File: src/rtl/multdiv_pkg.sv
// Shared definitions for the iterative multiply/divide unit.
// Holds the state encoding, the datapath widths, the signed boundary
// constants, and an absolute-value helper used when operands are latched.
package multdiv_pkg;

    localparam int unsigned WIDTH = 32;
    localparam int unsigned CNT_W = 5;

    localparam logic [WIDTH-1:0] INT_MIN = 32'h8000_0000;
    localparam logic [WIDTH-1:0] NEG_ONE = 32'hFFFF_FFFF;

    typedef enum logic [1:0] {
        ST_IDLE = 2'd0,
        ST_MULT = 2'd1,
        ST_DIV  = 2'd2,
        ST_DONE = 2'd3
    } state_t;

    // Magnitude as an unsigned value; |INT_MIN| maps to 0x80000000 naturally.
    function automatic logic [WIDTH-1:0] abs_val(input logic [WIDTH-1:0] x);
        return x[WIDTH-1] ? (~x + WIDTH'(1)) : x;
    endfunction

endpackage

File: src/rtl/add_sub_32.sv
// 32-bit adder/subtractor shared by the multiply add step and the
// divide trial subtract.
// Ports:
//   a, b  : operands
//   sub   : 1 = a - b, 0 = a + b
//   sum   : 32-bit result
//   cout  : carry out; for subtract, 1 means no borrow (a >= b)
module add_sub_32 (
    input  logic [31:0] a,
    input  logic [31:0] b,
    input  logic        sub,
    output logic [31:0] sum,
    output logic        cout
);

    logic [32:0] w_full;

    // Subtract as a + ~b + 1.
    assign w_full = {1'b0, a} + {1'b0, b ^ {32{sub}}} + 33'(sub);
    assign sum    = w_full[31:0];
    assign cout   = w_full[32];

endmodule

File: src/rtl/mult_div_unit.sv
// Iterative signed 32-bit multiply/divide unit for the execute stage.
// A start takes 32 shift-add (multiply) or restoring shift-subtract (divide)
// steps plus one sign fix-up edge, then pulses resultRDY for one cycle.
// Build option: define MULTDIV_DIV_EN to build the divider; without it a
// divide request completes after one edge with result=0, exception=1.
// Ports:
//   clock, reset          : rising-edge clock, synchronous active-high reset
//   ctrl_MULT, ctrl_DIV   : one-cycle start pulses (MULT wins if both)
//   operandA, operandB    : two's complement operands, sampled at start
//   result, exception     : registered result, held until next completion
//   resultRDY             : one-cycle completion strobe
//   busy                  : operation in flight
module mult_div_unit #(
    parameter int unsigned WIDTH = 32,
    parameter int unsigned CNT_W = 5
) (
    input  logic             clock,
    input  logic             reset,
    input  logic             ctrl_MULT,
    input  logic             ctrl_DIV,
    input  logic [WIDTH-1:0] operandA,
    input  logic [WIDTH-1:0] operandB,
    output logic [WIDTH-1:0] result,
    output logic             exception,
    output logic             resultRDY,
    output logic             busy
);

    import multdiv_pkg::*;

    state_t             r_state;
    logic [CNT_W-1:0]   r_cnt;
    logic               r_fix;      // all 32 steps done; next edge applies sign
    logic               r_trap;     // divide trap pending; completes next edge
    logic               r_sign;
    logic [WIDTH-1:0]   r_hi;       // product high word / partial remainder
    logic [WIDTH-1:0]   r_lo;       // multiplier then product low / dividend then quotient
    logic [WIDTH-1:0]   r_op;       // |multiplicand| / |divisor|
    logic [WIDTH-1:0]   r_result;
    logic               r_exc;
    logic               r_rdy;
    logic               r_busy;

    logic [WIDTH-1:0]   w_abs_a;
    logic [WIDTH-1:0]   w_abs_b;
    logic [WIDTH-1:0]   w_add_a;
    logic               w_sub;
    logic [WIDTH-1:0]   w_sum;
    logic               w_cout;
    logic [2*WIDTH-1:0] w_mul_step;
    logic [2*WIDTH-1:0] w_mag;
    logic [2*WIDTH-1:0] w_prod;
    logic               w_mul_ovf;
    logic               w_last;

    assign w_abs_a = abs_val(operandA);
    assign w_abs_b = abs_val(operandB);
    assign w_last  = (r_cnt == CNT_W'(WIDTH - 1));

    // Adder input select: plain add for multiply, shifted trial subtract for divide.
    always_comb begin
        w_add_a = r_hi;
        w_sub   = 1'b0;
`ifdef MULTDIV_DIV_EN
        if (r_state == ST_DIV) begin
            w_add_a = {r_hi[WIDTH-2:0], r_lo[WIDTH-1]};
            w_sub   = 1'b1;
        end
`endif
    end

    add_sub_32 u_add_sub (
        .a    (w_add_a),
        .b    (r_op),
        .sub  (w_sub),
        .sum  (w_sum),
        .cout (w_cout)
    );

    // Multiply step: conditionally add, then shift the 65-bit {cout,hi,lo} right.
    assign w_mul_step = r_lo[0] ? {w_cout, w_sum, r_lo[WIDTH-1:1]}
                                : {1'b0, r_hi, r_lo[WIDTH-1:1]};

    assign w_mag     = {r_hi, r_lo};
    assign w_prod    = r_sign ? -w_mag : w_mag;
    assign w_mul_ovf = (w_prod[2*WIDTH-1:WIDTH] != {WIDTH{w_prod[WIDTH-1]}});

`ifdef MULTDIV_DIV_EN
    logic [WIDTH-1:0] w_div_rem;
    logic [WIDTH-1:0] w_div_q;
    logic [WIDTH-1:0] w_quot;
    logic             w_div_ovf;

    // Restoring step: keep the difference only when the trial did not borrow.
    assign w_div_rem = w_cout ? w_sum : w_add_a;
    assign w_div_q   = {r_lo[WIDTH-2:0], w_cout};
    assign w_quot    = r_sign ? -r_lo : r_lo;
    // Only a positive quotient of 2^31 (INT_MIN / -1) is out of range.
    assign w_div_ovf = ~r_sign & r_lo[WIDTH-1];
`endif

    // Control FSM, counter and result registers.
    always_ff @(posedge clock) begin
        if (reset) begin
            r_state  <= ST_IDLE;
            r_cnt    <= '0;
            r_fix    <= 1'b0;
            r_trap   <= 1'b0;
            r_sign   <= 1'b0;
            r_hi     <= '0;
            r_lo     <= '0;
            r_op     <= '0;
            r_result <= '0;
            r_exc    <= 1'b0;
            r_rdy    <= 1'b0;
            r_busy   <= 1'b0;
        end else begin
            r_rdy <= 1'b0;
            case (r_state)
                ST_IDLE, ST_DONE: begin
                    r_state <= ST_IDLE;
                    r_busy  <= 1'b0;
                    if (r_trap) begin
                        // Divide trap completes with a zero result.
                        r_trap   <= 1'b0;
                        r_result <= '0;
                        r_exc    <= 1'b1;
                        r_rdy    <= 1'b1;
                        r_state  <= ST_DONE;
                    end else if (ctrl_MULT) begin
                        r_hi    <= '0;
                        r_lo    <= w_abs_b;
                        r_op    <= w_abs_a;
                        r_sign  <= operandA[WIDTH-1] ^ operandB[WIDTH-1];
                        r_cnt   <= '0;
                        r_fix   <= 1'b0;
                        r_busy  <= 1'b1;
                        r_state <= ST_MULT;
                    end else if (ctrl_DIV) begin
`ifdef MULTDIV_DIV_EN
                        if (operandB != '0) begin
                            r_hi    <= '0;
                            r_lo    <= w_abs_a;
                            r_op    <= w_abs_b;
                            r_sign  <= operandA[WIDTH-1] ^ operandB[WIDTH-1];
                            r_cnt   <= '0;
                            r_fix   <= 1'b0;
                            r_busy  <= 1'b1;
                            r_state <= ST_DIV;
                        end else
`endif
                        begin
                            r_trap <= 1'b1;
                        end
                    end
                end
                ST_MULT: begin
                    if (r_fix) begin
                        r_result <= w_prod[WIDTH-1:0];
                        r_exc    <= w_mul_ovf;
                        r_rdy    <= 1'b1;
                        r_busy   <= 1'b0;
                        r_fix    <= 1'b0;
                        r_state  <= ST_DONE;
                    end else begin
                        {r_hi, r_lo} <= w_mul_step;
                        if (w_last) begin
                            r_fix <= 1'b1;
                        end else begin
                            r_cnt <= r_cnt + CNT_W'(1);
                        end
                    end
                end
`ifdef MULTDIV_DIV_EN
                ST_DIV: begin
                    if (r_fix) begin
                        r_result <= w_quot;
                        r_exc    <= w_div_ovf;
                        r_rdy    <= 1'b1;
                        r_busy   <= 1'b0;
                        r_fix    <= 1'b0;
                        r_state  <= ST_DONE;
                    end else begin
                        r_hi <= w_div_rem;
                        r_lo <= w_div_q;
                        if (w_last) begin
                            r_fix <= 1'b1;
                        end else begin
                            r_cnt <= r_cnt + CNT_W'(1);
                        end
                    end
                end
`endif
                default: begin
                    r_state <= ST_IDLE;
                    r_busy  <= 1'b0;
                end
            endcase
        end
    end

    assign result    = r_result;
    assign exception = r_exc;
    assign resultRDY = r_rdy;
    assign busy      = r_busy;

endmodule

File: config.mk
export PLATFORM = sky130hd
export DESIGN_NAME = mult_div_unit
export DESIGN_NICKNAME = d
export VERILOG_FILES = /design/src/rtl/multdiv_pkg.sv /design/src/rtl/add_sub_32.sv /design/src/rtl/mult_div_unit.sv
export SDC_FILE = /design/constraint.sdc
export NUM_CORES = 1
export LEC_CHECK = 0
export BUFFER_PORTS_ARGS = -buffer_cell sky130_fd_sc_hd__buf_2
export CAP_MARGIN = 20
export CORE_MARGIN = 2
export CORE_UTILIZATION = 55
export DETAILED_ROUTE_END_ITERATION = 16
export PLACE_DENSITY = 0.82
export SYNTH_ARGS = -nofsm -noshare
export SYNTH_HDL_FRONTEND = slang
export SYNTH_SLANG_ARGS = --single-unit
File: constraint.sdc
create_clock -name clock -period 5.9 [get_ports clock]
set_input_delay 0.295 -clock clock [delete_from_list [all_inputs] [get_ports clock]]
set_output_delay 0.295 -clock clock [all_outputs]
set_load 0.1 [all_outputs]
==> flow_summary_export.csv <==
group,metric,value,unit
clock_network,ctsLongestPathBuffers,2,
setup_path,critPathArrivalTime,4.99,ns
route,maxUsedRoutingLayer,"met4",
cells_and_area,mostFrequentLayoutCells,"sky130_fd_sc_hd__nand2_1 (147), sky130_fd_sc_hd__nor2_1 (140), sky130_fd_sc_hd__dfxtp_1 (140)",
outcome,outcome,"finished, final reports clean",
timing,period_share,79.1,%
cells_and_area,finish.utilization,62.0,%
timing,worst_pin_slew,0.978,ns
grt,via_count_of_the_first_global_routing_pass,9046,
route,met3WireLength,2.20,mm
cells_and_area,areaGrowthSynthToFinish,10.9,%
die,design.core.area,18000,sq um
synth,synth-warning-count,0,
grt,maximum_number_of_pins_on_one_net_before_global_route_repair,93,
synth,synth.distinct_cells,68,
timing,rsz0062_at_grt,"false",
synth,async_reset_ff_share,0,%
placed_design,place_area,10600,sq um
power,ir_worst_vdd,0.000218,V
cells_and_area,fill_cells,1590,
setup_path,critical_path.startpoint_type,"register",
timing,report.final.hold_viol_count,0,
power,p_per_area,264,nW/um^2
cells_and_area,layout.cell_area.non_filler,11100,sq um
synth,mapped_nets,1405,
clock_network,cts_root_cell,"sky130_fd_sc_hd__clkbuf_16",
synth,yosys-mux-area-fraction,1.83,%
die,die-width,139,um
synth,ys.flop_type,"sky130_fd_sc_hd__dfxtp_1",
route,totalWireLength,26.9,mm
setup_path,worstPathBufferInverterCount,0,
setup_path,critical_path.slowest_cell,"sky130_fd_sc_hd__or4b_2",
die,die_area,19400,sq um
synth,synthSimpleGateAreaFrac,20.7,%
synth,synthXorXnorAreaFrac,12.7,%
route,drtIter0Drc,881,
timing,hold-worst-slack,0.124,ns
placed_design,preCtsSetupSlack,1.32,ns
timing,clock_skew,0.0144,ns
grt,grt_pass1_wl,44.5,mm
clock_network,cts_setup_buffers,0,
die,io_pins,103,
power,power.total,2.94,mW
min_path,worst_hold_path_type,"primary input to register",
route,drc_errors,0,
setup_path,cp_cell_sequence,"or4_4, or4_1, or3_2, o21ai_1, xnor2_1, nand4_1, or4b_2, o2bb2a_4, or4b_1, o21a_1",
synth,post_synthesis_compound_gate_area_fraction,27.4,%
synth,ys_ff_latch,141,
setup_path,crit_type,"register to register",
die,chipHeight,139,um
timing,setup_tns,0,ns
clock_network,clkSinkCount,141,
grt,antenna_found_initial,0,
synth,synth_cells,1297,
timing,relSlewSlack,34.4,%
route,antenna_violating_nets_post_route,0,
clock_network,clk_pin_slew_worst_paths,0.07,ns
setup_path,critical_path.endpoint_type,"register",
synth,synth_edf_count,0,
route,met2WireLength,12.2,mm
setup_path,path_delay_family,"simple AND/OR/NAND/NOR gates",
synth,synth.cell_area,10000,sq um
synth,synth_area_per_cell,7.74,sq um
die,placement_rows,49,
timing,setup_viol,0,
timing,final_period_minus_worst_setup_slack,4.67,ns
synth,synth_fa_ha_area_share,5.06,%
synth,yosysSeqAreaShare,28.1,%
route,vias_per_cell,6.31,
grt,grt_overflow,0,
clock_network,cts_stage_hold_buffer_count,0,
clock_network,tritoncts,"built",
clock_network,cts_max_level,4,
job,max_cap_violations,0,
placed_design,place.port_buffers,102,
route,drt_pre_antenna_iters,6,
route,wirelength_met1,11.9,mm
clock_network,ctsResizeCount,0,
placed_design,finalWeightedCongestion,0.908,
setup_path,endpoint_required_time_on_the_critical_path,6.22,ns
timing,fmaxAchievable,214,MHz
die,floorplan.initialDensity,55.9,%
cells_and_area,instances_no_fill,1579,
cells_and_area,layout.nets,1445,
cells_and_area,drive_above_1_share,12.9,%
cells_and_area,n_antenna_cell,0,
timing,fin_ws,1.23,ns
power,power.leakage,4.57,nW
clock_network,tritoncts.num_buffers,17,
setup_path,critPathMaxFanout,10,
placed_design,number_of_cells_in_the_design_after_placement,1547,
setup_path,crit_path_max_incr_delay,0.72,ns
cells_and_area,mostFrequentLayoutCell,"sky130_fd_sc_hd__nand2_1",
clock_network,insertion_delay,0.43,ns
placed_design,dp_hpwl,19.4,mm
timing,timing.final.max_slew_violations,0,
route,wire_per_inst,17.0,um
grt,grt.total_usage,27.2,%
route,detailroute.via_count,9967,
synth,combinational_family_with_the_most_area_after_synthesis,"compound AO/OA/AOI/OAI gates",
-- layout make-up --
| class | instances | area [sq um] | area share (%) |
|---|---|---|---|
| Inverter | 19 | 71.3 | 0.640 |
| Clock buffer | 18 | 439 | 3.94 |
| Clock inverter | 14 | 130 | 1.17 |
| Timing Repair Buffer | 111 | 581 | 5.21 |
| Multi-Input combinational cell | 1047 | 6810 | 61.1 |
| Tap cell | 229 | 287 | 2.57 |
| Sequential cell | 141 | 2820 | 25.3 |
-- logic make-up (layout without fill, tap and decap cells) --
group	Yosys count	in the layout
DFF	141	141
muxes	18	18
xor gates and xnor gates	146	146
and+or+nand+nor	440	440
buffers and inverters	109	162
AOI/OAI and AO/OA	403	403
adders and majority gates	40	40
-- sequential cells by signal, indices dropped and copies added, names as in the netlist --
signal and count:
r_hi 32, r_lo 32, r_op 32, result 32, r_cnt 5, r_state 2
busy 1, exception 1, r_fix 1, r_sign 1, r_trap 1, resultRDY 1
-- worst reg2reg max path: stages, from the launching register on --
cell and delay (ns):
sky130_fd_sc_hd__dfxtp_1 0.37, sky130_fd_sc_hd__or4_4 0.57, sky130_fd_sc_hd__or4_1 0.52, sky130_fd_sc_hd__or3_2 0.62, sky130_fd_sc_hd__o21ai_1 0.28, sky130_fd_sc_hd__xnor2_1 0.42
sky130_fd_sc_hd__nand4_1 0.21, sky130_fd_sc_hd__or4b_2 0.72, sky130_fd_sc_hd__o2bb2a_4 0.21, sky130_fd_sc_hd__or4b_1 0.43, sky130_fd_sc_hd__o21a_1 0.19
-- Yosys cell counts (7+ instances only) --
cell	n	area [sq um]
sky130_fd_sc_hd__nand2_1	148	556
sky130_fd_sc_hd__dfxtp_1	141	2820
sky130_fd_sc_hd__nor2_1	141	529
sky130_fd_sc_hd__a21oi_1	85	425
sky130_fd_sc_hd__xor2_1	84	736
sky130_fd_sc_hd__clkbuf_1	78	293
sky130_fd_sc_hd__o21ai_0	62	310
sky130_fd_sc_hd__xnor2_1	62	543
sky130_fd_sc_hd__a22oi_1	50	375
sky130_fd_sc_hd__o31ai_1	43	323
sky130_fd_sc_hd__a211oi_1	42	315
sky130_fd_sc_hd__ha_1	39	488
sky130_fd_sc_hd__a21o_1	28	210
sky130_fd_sc_hd__nor3_1	21	105
sky130_fd_sc_hd__o41ai_1	21	184
sky130_fd_sc_hd__or4_1	20	150
sky130_fd_sc_hd__inv_1	18	67.6
sky130_fd_sc_hd__or3_1	17	106
sky130_fd_sc_hd__mux2i_1	15	150
sky130_fd_sc_hd__o211ai_1	14	105
sky130_fd_sc_hd__o22ai_1	14	87.6
sky130_fd_sc_hd__nand4_1	12	75.1
sky130_fd_sc_hd__nor4_1	12	75.1
sky130_fd_sc_hd__nand2b_1	11	68.8
sky130_fd_sc_hd__nand3_1	11	55.1
sky130_fd_sc_hd__or2_2	8	50.1
sky130_fd_sc_hd__buf_1	7	26.3
sky130_fd_sc_hd__nor2b_1	7	43.8
-- routing by layer --
metal,vias to the layer above,GRT usage [%]
li1,4846,-
met1,4626,37.8
met2,443,42.9
met3,52,5.18
met4,0,8.77
met5,-,0
-- where the power goes --
part / internal (mW) / total [mW] / leakage (nW) / switching (mW)
registers: 1.01 / 1.10 / 1.15 / 0.0815
logic: 0.295 / 0.813 / 3.14 / 0.518
clock network: 0.565 / 1.03 / 0.278 / 0.464
-- path summary, 6_finish.rpt --
kind,depth (start not counted),startpoint,endpoint,slack (ns)
max,10,r_lo[13],exception,1.23
min,3,ctrl_DIV,r_trap,0.12
max reg2reg,10,r_lo[13],exception,1.23
min reg2reg,2,r_cnt[4],r_cnt[4],0.46
(Power assumes the default switching activity.)
